==> src/rtl/load_store_unit.sv <==
// Memory-access stage: turns an ALU effective address into one req/ack data-memory
// transaction, with store lane steering and load extension; bad accesses never reach memory.
module load_store_unit #(
  parameter int TIMEOUT = 16
) (
  input  logic        clk,
  input  logic        reset,
  input  logic        req_valid,
  output logic        req_ready,
  input  logic        is_store,
  input  logic [2:0]  funct3,
  input  logic [31:0] addr,
  input  logic [31:0] store_data,
  output logic        rsp_valid,
  output logic [31:0] load_data,
  output logic        err,
  output logic        mem_req,
  output logic        mem_we,
  output logic [31:0] mem_addr,
  output logic [31:0] mem_wdata,
  output logic [3:0]  mem_be,
  input  logic        mem_ack,
  input  logic [31:0] mem_rdata
);

  localparam int CW = $clog2(TIMEOUT + 1);

  typedef enum logic [1:0] {S_IDLE, S_ACCESS, S_RESP} state_t;

  state_t        r_state,     w_state;
  logic          r_is_store,  w_is_store;
  logic [2:0]    r_funct3,    w_funct3;
  logic [1:0]    r_lane,      w_lane;
  logic [CW-1:0] r_cnt,       w_cnt;
  logic          r_req_ready, w_req_ready;
  logic          r_rsp_valid, w_rsp_valid;
  logic          r_err,       w_err;
  logic [31:0]   r_load_data, w_load_data;
  logic          r_mem_req,   w_mem_req;
  logic          r_mem_we,    w_mem_we;
  logic [31:0]   r_mem_addr,  w_mem_addr;
  logic [31:0]   r_mem_wdata, w_mem_wdata;
  logic [3:0]    r_mem_be,    w_mem_be;

  logic          w_legal;
  logic [3:0]    w_store_be;
  logic [31:0]   w_store_wdata;
  logic [31:0]   w_shifted;
  logic [31:0]   w_ext;

  // Width/sign code legality plus natural alignment of the incoming request.
  always_comb begin
    w_legal = 1'b0;
    case (funct3)
      3'b000: w_legal = 1'b1;
      3'b001: w_legal = ~addr[0];
      3'b010: w_legal = (addr[1:0] == 2'b00);
      3'b100: w_legal = ~is_store;
      3'b101: w_legal = ~is_store & ~addr[0];
      default: w_legal = 1'b0;
    endcase
  end

  always_comb begin
    case (funct3[1:0])
      2'b00: begin
        w_store_be    = 4'b0001 << addr[1:0];
        w_store_wdata = {4{store_data[7:0]}};
      end
      2'b01: begin
        w_store_be    = addr[1] ? 4'b1100 : 4'b0011;
        w_store_wdata = {2{store_data[15:0]}};
      end
      default: begin
        w_store_be    = 4'b1111;
        w_store_wdata = store_data;
      end
    endcase
  end

  // The addressed lane is shifted down to bit 0; word loads always have lane 0.
  assign w_shifted = mem_rdata >> {r_lane, 3'b000};

  always_comb begin
    case (r_funct3)
      3'b000:  w_ext = {{24{w_shifted[7]}}, w_shifted[7:0]};
      3'b001:  w_ext = {{16{w_shifted[15]}}, w_shifted[15:0]};
      3'b010:  w_ext = w_shifted;
      3'b100:  w_ext = {24'd0, w_shifted[7:0]};
      3'b101:  w_ext = {16'd0, w_shifted[15:0]};
      default: w_ext = 32'd0;
    endcase
  end

  always_comb begin
    // NOTE: every next-state value defaults to its current register first, so no
    // path through the case below can leave a variable unassigned and infer a latch.
    w_state     = r_state;
    w_is_store  = r_is_store;
    w_funct3    = r_funct3;
    w_lane      = r_lane;
    w_cnt       = r_cnt;
    w_req_ready = r_req_ready;
    w_rsp_valid = r_rsp_valid;
    w_err       = r_err;
    w_load_data = r_load_data;
    w_mem_req   = r_mem_req;
    w_mem_we    = r_mem_we;
    w_mem_addr  = r_mem_addr;
    w_mem_wdata = r_mem_wdata;
    w_mem_be    = r_mem_be;

    case (r_state)
      S_IDLE: begin
        if (req_valid) begin
          w_is_store  = is_store;
          w_funct3    = funct3;
          w_lane      = addr[1:0];
          w_cnt       = '0;
          w_req_ready = 1'b0;
          if (w_legal) begin
            w_state     = S_ACCESS;
            w_mem_req   = 1'b1;
            w_mem_we    = is_store;
            w_mem_addr  = {addr[31:2], 2'b00};
            w_mem_be    = is_store ? w_store_be : 4'b1111;
            w_mem_wdata = is_store ? w_store_wdata : 32'd0;
          end else begin
            w_state     = S_RESP;
            w_rsp_valid = 1'b1;
            w_err       = 1'b1;
            w_load_data = 32'd0;
          end
        end
      end

      S_ACCESS: begin
        // An ack on the expiry cycle completes normally.
        if (mem_ack || (r_cnt == CW'(TIMEOUT - 1))) begin
          w_state     = S_RESP;
          w_mem_req   = 1'b0;
          w_mem_we    = 1'b0;
          w_mem_be    = 4'b0000;
          w_rsp_valid = 1'b1;
          w_err       = ~mem_ack;
          w_load_data = (mem_ack && !r_is_store) ? w_ext : 32'd0;
        end else begin
          w_cnt = r_cnt + CW'(1);
        end
      end

      S_RESP: begin
        w_state     = S_IDLE;
        w_req_ready = 1'b1;
        w_rsp_valid = 1'b0;
        w_err       = 1'b0;
        w_load_data = 32'd0;
      end

      default: w_state = S_IDLE;
    endcase
  end

  // NOTE: state registers use non-blocking assignments so every register samples
  // the same pre-edge values regardless of statement order.
  always_ff @(posedge clk) begin
    if (reset) begin
      r_state     <= S_IDLE;
      r_is_store  <= 1'b0;
      r_funct3    <= 3'b000;
      r_lane      <= 2'b00;
      r_cnt       <= '0;
      r_req_ready <= 1'b1;
      r_rsp_valid <= 1'b0;
      r_err       <= 1'b0;
      r_load_data <= 32'd0;
      r_mem_req   <= 1'b0;
      r_mem_we    <= 1'b0;
      r_mem_addr  <= 32'd0;
      r_mem_wdata <= 32'd0;
      r_mem_be    <= 4'b0000;
    end else begin
      r_state     <= w_state;
      r_is_store  <= w_is_store;
      r_funct3    <= w_funct3;
      r_lane      <= w_lane;
      r_cnt       <= w_cnt;
      r_req_ready <= w_req_ready;
      r_rsp_valid <= w_rsp_valid;
      r_err       <= w_err;
      r_load_data <= w_load_data;
      r_mem_req   <= w_mem_req;
      r_mem_we    <= w_mem_we;
      r_mem_addr  <= w_mem_addr;
      r_mem_wdata <= w_mem_wdata;
      r_mem_be    <= w_mem_be;
    end
  end

  assign req_ready = r_req_ready;
  assign rsp_valid = r_rsp_valid;
  assign err       = r_err;
  assign load_data = r_load_data;
  assign mem_req   = r_mem_req;
  assign mem_we    = r_mem_we;
  assign mem_addr  = r_mem_addr;
  assign mem_wdata = r_mem_wdata;
  assign mem_be    = r_mem_be;

endmodule

==> config.mk <==
export PLATFORM = sky130hd
export DESIGN_NAME = load_store_unit
export DESIGN_NICKNAME = d
export VERILOG_FILES = /design/src/rtl/load_store_unit.sv
export SDC_FILE = /design/constraint.sdc
export NUM_CORES = 1
export LEC_CHECK = 0
export BUFFER_PORTS_ARGS = -buffer_cell sky130_fd_sc_hd__buf_2
export CORE_AREA = 10 10 122 124
export DETAILED_ROUTE_END_ITERATION = 6
export DIE_AREA = 0 0 132 134
export PLACE_DENSITY_LB_ADDON = 0.3
export SLEW_MARGIN = 20
export SYNTH_ARGS = -nofsm -noshare
export SYNTH_HDL_FRONTEND = slang
export SYNTH_SLANG_ARGS = --single-unit
==> constraint.sdc <==
create_clock -name clk -period 2.3 [get_ports clk]
set_input_delay 0.23 -clock clk [delete_from_list [all_inputs] [get_ports clk]]
set_output_delay 0.23 -clock clk [all_outputs]
set_load 0.02 [all_outputs]
# Word-level counts from Yosys, hierarchy flattened
# Cells that the tools add are included.
[word_totals]
ff_bits = 116
out_inout_bits = 105
[classes]
add_sub_neg = 1
eq_ne = 17
shifts = 2
muxes = 38
n_bitwise = 4
n_reduce_logical = 18
[op_table]
columns = ["operator", "n"]
rows = [
  ["two-way mux 32 bit", 5],
  ["one-hot mux 32 bit (5 select lines)", 1],
  ["one-hot mux 32 bit (3 select lines)", 1],
  ["one-hot mux 32 bit (2 select lines)", 1],
  ["right shift 32 x 5 -> 32 bit", 1],
  ["two-way mux 4 bit", 5],
  ["one-hot mux 4 bit (2 select lines)", 2],
  ["== test 3 bit, second input constant", 4],
  ["two-way mux 1 bit", 10],
  ["two-way mux 5 bit", 2],
  ["inequality test 2 bit, second input constant", 5],
  ["one-hot mux 5 bit (2 select lines)", 1],
  ["AND reduction 4 bit", 2],
  ["== test 3 x 1 -> 1 bit, second input constant", 2],
  ["== test 3 x 2 -> 1 bit, second input constant", 2],
  ["zero test 2 bit", 3],
  ["zero test 3 bit", 2],
  ["two-way mux 2 bit", 3],
  ["one-hot mux 1 bit (2 select lines)", 3],
  ["one-hot mux 1 bit (3 select lines)", 2],
  ["AND reduction 2 bit", 3],
  ["AND reduction 3 bit", 2],
  ["adder 5 x 1 -> 5 bit, second input constant", 1],
  ["== test 5 x 4 -> 1 bit, second input constant", 1],
  ["12 further kinds", 16],
]

# Logic depth before layout (Yosys ltp)
# Gate-level depths: netlist of run 1.
[logic_depth]
word_depth = 6
depth_mapped = 11
ltp_nobuf = 7

# Least setup slack after synthesis of run 1
# OpenSTA, ideal clock, no wires.
[synth_path]
path_type = "reg-to-reg"
from = "register r_cnt[0]"
to = "register r_load_data[4], in the netlist load_data[4]"
arrival_ns = 2.172
t_required_ns = 2.183
slack_ns = 0.011
path_stages_with_launch = 12
synth_period_minus_slack_ns = 2.289
cell_sequence = "dfxtp_1 > ha_1 > and3_1 > ha_1 > or3b_1 > buf_2 > and2_4 > buf_6 > and4_4 > buf_6 > buf_6 > a32o_1"
[synth_via]
elab_chain_cells = 4
[synth_rtl]
columns = ["item", "line_no", "text"]
rows = [
  ["from (decl)", "34", "logic [CW-1:0] r_cnt, w_cnt;"],
  ["from (signal assigned)", "187", "r_cnt <= w_cnt;"],
  ["== test 5 x 4 -> 1 bit", "139", "if (mem_ack || (r_cnt == CW'(TIMEOUT - 1))) begin"],
  ["logical OR 1 bit", "139", ""],
  ["inequality test 2 bit (no source line)", "--", ""],
  ["AND reduction 4 bit (no source line)", "--", ""],
  ["to (signal assigned)", "191", "r_load_data <= w_load_data;"],
  ["to (decl)", "38", "logic [31:0] r_load_data, w_load_data;"],
]
# Every way passes these cells.
# A chain may end at the register's enable or synchronous reset.

# Worst setup path after layout of run 1
[layout_path]
from = "register r_cnt[0]"
to = "register r_load_data[14], in the netlist load_data[14]"
# The elaborated chain is that of the path after synthesis.

==> results.md, run 1 <==
- Sw Ratio: 26.3%
- CP peak stage delay: 0.38 ns
- Sequential Area: 2320 µm²
- Initial DRC Count: 476
- Multi-input combinational cell area: 2770 µm²
- Synth Area in Adders: 1.16%
- Die Y: 134 µm
- Setup repair bufs after CTS: 0
- Nets: 923
- H-tree levels: 4
- Total CTS buffers: 17
- Die area: 17700 µm²
- Main combinational cell family by area after synthesis: compound AO/OA/AOI/OAI gates
- Post-synth ARST share: 0%
- Xor-xnor portion of the synthesized cell area: 0.326%
- Combinational share of power: 16.5%
- Setup TNS: 0 ns
- Gr usage total: 19.0%
- Hold Crit Class: primary input to flip-flop
- Die Wd: 132 µm
- Place WS: 0.191 ns
- Fill count: 1163
- GP Congestion: 0.837
- Antenna diode instance count: 0
- Worst endpoint required time: 2.62 ns
- Final WS setup: 0.180 ns
- Worst setup EP type: flip-flop
- Post-DR vias/cell: 5.33
- Final Cycle Share: 92.2%
- Simple-Gate Fraction of Synth Area: 17.2%
- Initial core utilization: 43.2%
- Slew @ Worst Pin: 0.738 ns
- Netlist cell types: 50
- First-pass GRT wire length: 27700 µm
- Vias in the first global route: 5373
- Final instance area: 7090 µm²
- Core area: 12500 µm²
- Unrepaired setup endpoints after global routing: no
- Post-route minimum period: 2.12 ns
- Crit Path Max Fanout: 32
- Share of cells above drive strength 1: 34.0%
- Cell Area, Placed: 6520 µm²
- Max stage delay cell, worst path: or3b_1
- Post-synthesis compound-gate area fraction: 22.9%
- Clk Latency, worst-skew pair: 0.41 ns
- Outcome: complete, no violations
- Final setup viols: 0
- Layout area overhead: 31.8%
- Synth Register Bits: 116
- Max Clk Rate: 472 MHz
- Crit path cell chain: ha_1 > and3_1 > ha_1 > or3b_1 > and2_4 > a21oi_2 > buf_12 > o2bb2ai_1
- Row cnt: 41
- Setup CP Type: flip-flop to flip-flop
- Synthesis Warnings: 0
- Flop pwr share: 37.9%
- Pleak: 3.09 nW
- Clock transition at path regs: 0.05 ns
- CTS Sinks: 116
- Count of pins over their slew limit: 0
- CP Launch Type: flip-flop
- GRT overflow: 0
- Proportion of synthesized area in mux cells: 9.44%
- Final hold viol count: 0
- Prevailing post-synth register cell: dfxtp_1
- Max-cap violations: 0
- Register area share after synthesis: 43.2%
- Post-CTS sizing: 0
- Hold buffer count at CTS: 0
- Max VDD drop: 493 µV
- Synthesized area per cell: 8.54 µm²
- Routed wire per std cell: 17.3 µm
- CTS Buffer Depth: 2
- Initial antenna violation count: 0
- Number of flops mapped to enable cells by yosys: 0
- Slew Limit Headroom: 50.8%
- Switching Power: 1.48 mW
- Top cell type's share of synthesized area: 43.2%
- Worst path top cell family by delay: simple AND/OR/NAND/NOR gates
- Io pins: 209
- Via total after detailed routing: 5319
- CTS tree: yes
- WP buf/inv: 1
- Layout Skew: 0.00926 ns
- 1st-pass router iterations: 5
- Hpwl dp: 12800 µm
- Main area contributors after synthesis: dfxtp_1 (43%), nand2_1 (8.5%), a21oi_1 (8.2%)
- Largest net degree at the start of global routing: 66
- Yosys top cell by area: dfxtp_1
- Hold WS: 0.0567 ns
- IO buf count: 206
- DRT Wirelength: 17300 µm
- Crit path DAT: 2.44 ns
- Total placed cells including tap cells: 967
- CTS root buf: clkbuf_16
- PwrDens: 793 nW/µm²
- Clock share of power: 45.6%
- DRC viols: 0
- Most common cell on crit path: ha_1
- Post-synthesis cell area: 5380 µm²
- Pint: 4.15 mW
- Post-Layout Cell Count: 998
- Cells after synthesis: 630
- Antenna-violating nets left: 0
==> cell usage after synthesis (all sizes together) (2+ instances only) <==
| library cell | count |
|---|---|
| ha | 5 |
| o2bb2ai | 23 |
| nand2b | 2 |
| a21bo | 2 |
| nand4 | 4 |
| a211o | 7 |
| a32o | 7 |
| o22ai | 9 |
| dfxtp | 116 |
| nand2 | 122 |
| nor2b | 13 |
| and3 | 2 |
| a22o | 18 |
| nand3 | 41 |
| clkbuf | 25 |
| inv | 5 |
| xor2 | 2 |
| o21ai | 19 |
| nor2 | 13 |
| a211oi | 2 |
| buf | 34 |
| a21oi | 90 |
| mux2i | 26 |
| o21bai | 2 |
| nor3 | 2 |
| mux2 | 20 |
==> through the flow <==
step                util, %  total power [mW]
floorplan                 -              2.77
global placement       52.3              3.07
detailed placement     52.3              3.09
CTS                    56.9              5.66
global route           56.9              5.85
finish                 56.9              5.62
==> power groups by stage <==
stage,combinational (mW),clock (mW),sequential (mW)
2_1_floorplan,0.541,0,2.23
3_3_place_gp,0.900,0,2.17
3_5_place_dp,0.922,0,2.17
4_1_cts,0.925,2.61,2.13
5_1_grt,1.02,2.70,2.14
6_report,0.927,2.56,2.13
==> metal layers <==
layer	routed length, µm	track usage [%]
met5	0	0
met4	345	7.48
met1	7360	22.1
met3	1440	7.65
met2	8150	30.6
==> registers in the layout, indices dropped and copies added (netlist names), 2 cells and up <==
| signal | cells |
|---|---|
| mem_addr | 30 |
| mem_wdata | 32 |
| r_lane | 2 |
| r_cnt | 5 |
| r_funct3 | 3 |
| mem_be | 4 |
| load_data | 32 |
| r_state | 2 |
==> kinds of logic after synthesis <==
group / Yosys count
xor+xnor: 2
other cells: 1
fa+ha+maj: 5
flops: 116
simple gates: 207
mux: 47
compound gates: 188
buf+inv: 64
==> worst reg2reg max path, cell delays in order (launching register included) <==
cell and delay [ns]:
dfxtp_1 0.33, ha_1 0.21, and3_1 0.18, ha_1 0.19, or3b_1 0.38, and2_4 0.20
a21oi_2 0.17, buf_12 0.20, o2bb2ai_1 0.15
==> layout make-up <==
class	count	share of cell area [%]
Multi-Input combinational cell	451	39.0
Sequential cell	116	32.8
Timing Repair Buffer	223	16.9
Clock buffer	27	7.09
Tap cell	172	3.04
Clock inverter	4	0.988
Inverter	5	0.265
==> worst paths after layout <==
kind              slack [ns]  depth (start not counted)                         end                 startpoint
setup reg to reg        0.18                          8  load_data[14]$_SDFFE_PP0P_      r_cnt[0]$_SDFFE_PP0P_
hold / removal          0.06                          3   mem_addr[11]$_SDFFE_PP0P_                   addr[11]
hold reg to reg         0.45                          2   mem_addr[11]$_SDFFE_PP0P_  mem_addr[11]$_SDFFE_PP0P_
setup / recovery        0.18                          8  load_data[14]$_SDFFE_PP0P_      r_cnt[0]$_SDFFE_PP0P_
==> placed cells by master (no fill, tap or decap), types with 2 or more instances in the layout <==
cell type	synthesis	routed
nor2_1	12	12
buf_4	3	14
o21bai_1	2	2
clkbuf_16	0	17
conb_1	1	2
buf_2	20	206
clkinv_2	0	2
a211o_1	7	7
bufinv_16	0	2
nand2_1	122	122
clkbuf_1	25	6
a211oi_1	2	2
xor2_1	2	2
nand4_1	4	4
a32o_1	7	7
mux2i_1	26	26
nor3_1	2	2
clkbuf_8	0	4
buf_12	0	3
nand3_1	41	41
o2bb2ai_1	23	23
o21ai_0	19	19
a21oi_1	88	88
inv_1	5	5
o22ai_1	9	9
mux2_2	20	20
and3_1	2	2
a22o_1	18	18
nand2b_1	2	2
dfxtp_1	116	116
ha_1	5	5
nor2b_1	13	13
a21bo_2	2	2
No activity file was read; power rests on OpenSTA's default activity.
==> inputs of run 2 (changes only) <==
--- a/config.mk
+++ b/config.mk
@@ -6,9 +6,9 @@
 export NUM_CORES = 1
 export LEC_CHECK = 0
 export BUFFER_PORTS_ARGS = -buffer_cell sky130_fd_sc_hd__buf_2
-export CORE_AREA = 10 10 122 124
+export CORE_AREA = 10 10 116 118
 export DETAILED_ROUTE_END_ITERATION = 6
-export DIE_AREA = 0 0 132 134
+export DIE_AREA = 0 0 126 128
 export PLACE_DENSITY_LB_ADDON = 0.3
 export SLEW_MARGIN = 20
 export SYNTH_ARGS = -nofsm -noshare
==> constraint.sdc (replaced) <==
create_clock -name clk -period 2.1 [get_ports clk]
set_input_delay 0.21 -clock clk [delete_from_list [all_inputs] [get_ports clk]]
set_output_delay 0.21 -clock clk [all_outputs]
set_load 0.02 [all_outputs]
==> run 2 against run 1 <==
  * The flow now finishes with violations (setup timing)
  * Worst hold slack got worse by 0.018 ns
  * Global-route usage up 1.4 points
  * Largest power group unchanged
  * Utilization increased by 7.6 points
  * Combinational power up 19%
  * Via count rose by 2.0%
  * Non-clock buffer count increased by 10
  * Maximum frequency up 0.58%
  * Sequential power rose by 9.4%
  * Total power increased by 6.8%
  * Critical path depth is the same
  * Count of clock-buffer cells in the layout shrank 2
  * Cell area rose by 2.1%
==> results.md, run 2 (synthesis results as in run 1) <==
- Outcome: complete, but fails checks (was complete, no violations)
- Violated checks: setup timing
- Worst endpoint required time: 2.44 ns (was 2.62 ns)
- Post-route minimum period: 2.11 ns (was 2.12 ns)
- Sequential Area: 2330 µm² (was 2320 µm²)
- Layout Skew: 0.0114 ns (was 0.00926 ns)
- Pleak: 3.16 nW (was 3.09 nW)
- Total CTS buffers: 17 (unchanged)
- Die area: 16100 µm² (was 17700 µm²)
- Final setup viols: 1 (was 0)
- Nets: 934 (was 923)
- Worst path top cell family by delay: simple AND/OR/NAND/NOR gates (unchanged)
- Layout area overhead: 34.5% (was 31.8%)
- DRT Wirelength: 17400 µm (was 17300 µm)
- Hold WS: 0.0385 ns (was 0.0567 ns)
- Final hold viol count: 0 (unchanged)
- Fill count: 932 (was 1163)
- Multi-input combinational cell area: 2860 µm² (was 2770 µm²)
- First-pass GRT wire length: 27400 µm (was 27700 µm)
- Largest net degree at the start of global routing: 56 (was 66)
- Hold Crit Class: primary input to flip-flop (unchanged)
- Clk Latency, worst-skew pair: 0.40 ns (was 0.41 ns)
- DRC viols: 0 (unchanged)
- GRT overflow: 0 (unchanged)
- Max VDD drop: 610 µV (was 493 µV)
- Hold Path Depth: 3 (unchanged)
- Unrepaired setup endpoints after global routing: yes (was no)
- GP Congestion: 0.861 (was 0.837)
- CP Launch Type: flip-flop (unchanged)
- Share of cells above drive strength 1: 36.7% (was 34.0%)
- Crit path cell chain: ha_4 > and3_4 > ha_4 > or3b_4 > and2_4 > a21oi_4 > clkbuf_16 > a22o_1 (was ha_1 > and3_1 > ha_1 > or3b_1 > and2_4 > a21oi_2 > buf_12 > o2bb2ai_1)
- Crit Path Max Fanout: 8 (was 32)
- Most frequent cells in the layout: buf_2 (206), nand2_1 (122), dfxtp_1 (114) (was buf_2 (206), nand2_1 (122), dfxtp_1 (116))
- PwrDens: 829 nW/µm² (was 793 nW/µm²)
- CTS Buffer Depth: 2 (unchanged)
- Clock transition at path regs: 0.05 ns (about the same)
- Post-Layout Cell Count: 979 (was 998)
- H-tree levels: 4 (unchanged)
- Die Y: 128 µm (was 134 µm)
- CTS Sinks: 116 (unchanged)
- Die Wd: 126 µm (was 132 µm)
- Hold buffer count at CTS: 0 (unchanged)
- Io pins: 209 (unchanged)
- Slew Limit Headroom: 63.3% (was 50.8%)
- Final WS setup: -0.00778 ns (was 0.180 ns)
- CTS root buf: clkbuf_16 (unchanged)
- Initial core utilization: 47.9% (was 43.2%)
- Gr usage total: 20.4% (was 19.0%)
- Vias in the first global route: 5518 (was 5373)
- CP peak stage delay: 0.37 ns (was 0.38 ns)
- WP buf/inv: 1 (unchanged)
- Antenna diode instance count: 0 (unchanged)
- Initial antenna violation count: 1 (was 0)
- Hpwl dp: 12500 µm (was 12800 µm)
- Total placed cells including tap cells: 943 (was 967)
- Worst setup EP type: flip-flop (unchanged)
- IO buf count: 206 (unchanged)
- Row cnt: 39 (was 41)
- Core area: 11200 µm² (was 12500 µm²)
- Most common cell on crit path: ha_4 (was ha_1)
- Worst reg-to-reg path cell count: 8 (unchanged)
- Antenna-violating nets left: 0 (unchanged)
- Crit path DAT: 2.45 ns (was 2.44 ns)
- Max-cap violations: 0 (unchanged)
- Slew @ Worst Pin: 0.550 ns (was 0.738 ns)
- Initial DRC Count: 351 (was 476)
- Most common cell after layout, fill and taps aside: buf_2 (unchanged)
- CTS tree: yes (unchanged)
- Final Cycle Share: 100% (was 92.2%)
- Reg-to-reg critical path startpoint: r_cnt[1]$_SDFFE_PP0P_ (was r_cnt[0]$_SDFFE_PP0P_)
- Hold_sp: addr[26] (was addr[11])
- Critical path depth: 8 (unchanged)
- Count of pins over their slew limit: 0 (unchanged)
- Post-DR vias/cell: 5.54 (was 5.33)
- Max stage delay cell, worst path: or3b_4 (was or3b_1)
- Routed wire per std cell: 17.8 µm (was 17.3 µm)
- Via total after detailed routing: 5427 (was 5319)
- CP startpoint: r_cnt[1]$_SDFFE_PP0P_ (was r_cnt[0]$_SDFFE_PP0P_)
- Max Clk Rate: 474 MHz (was 472 MHz)
- Setup CP Type: flip-flop to flip-flop (unchanged)
- 1st-pass router iterations: 5 (unchanged)
-- run 2: power by group --
part | internal [mW] | total (mW) | switching (mW)
Combinational | 0.445 | 1.10 | 0.654
Sequential | 2.28 | 2.33 | 0.0469
Clock | 1.64 | 2.57 | 0.935
-- run 2: timing repair --
action	in CTS	in global routing
endpoints found under the hold margin	0	0
buffers inserted	0	2
resized for setup	0	11
setup endpoints to repair	0	32
-- run 2: path summary, 6_finish.rpt --
| path | end | slack, ns |
|---|---|---|
| worst max-delay path | load_data[19]$_SDFFE_PP0P_ | -0.008 |
| worst min-delay path | mem_addr[26]$_SDFFE_PP0P_ | 0.04 |
| worst max register to register | load_data[19]$_SDFFE_PP0P_ | -0.008 |
| worst min register to register | mem_addr[17]$_SDFFE_PP0P_ | 0.45 |
-- run 2: metrics by stage --
step           instance area (µm²)  power, mW  setup TNS, ns  util, %  setup slack [ns]
4_1_cts                       7080       5.98              0     63.1            0.0347
3_5_place_dp                  6550       3.39              0     58.4            0.0452
2_1_floorplan                 5420       3.04          -2.81        -            -0.155
5_1_grt                       7240       6.25          -1.01     64.5           -0.0547
3_3_place_gp                  6550       3.37              0     58.4             0.101
6_report                      7240       6.00       -0.00778     64.5          -0.00778
-- run 2: final cells by class --
class,count,area share (%)
Sequential cell,116,32.2
Clock inverter,5,0.346
Multi-Input combinational cell,452,39.5
Clock buffer,25,6.98
Tap cell,143,2.47
Timing Repair Buffer,233,18.3
Inverter,5,0.259
-- run 2: layer usage --
layer  wire length [µm]  track usage (%)  up-vias
met4                299             7.57        2
met2               8570             33.7      228
met3               1810             9.39       28
li1                   -                -     2639
met1               6750             22.5     2530
met5                 15                0        -
-- run 2: tightest hold or removal path, stage by stage --
cell	delay, ns
buf_2	0.09
nand2_1	0.04
a21oi_1	0.05
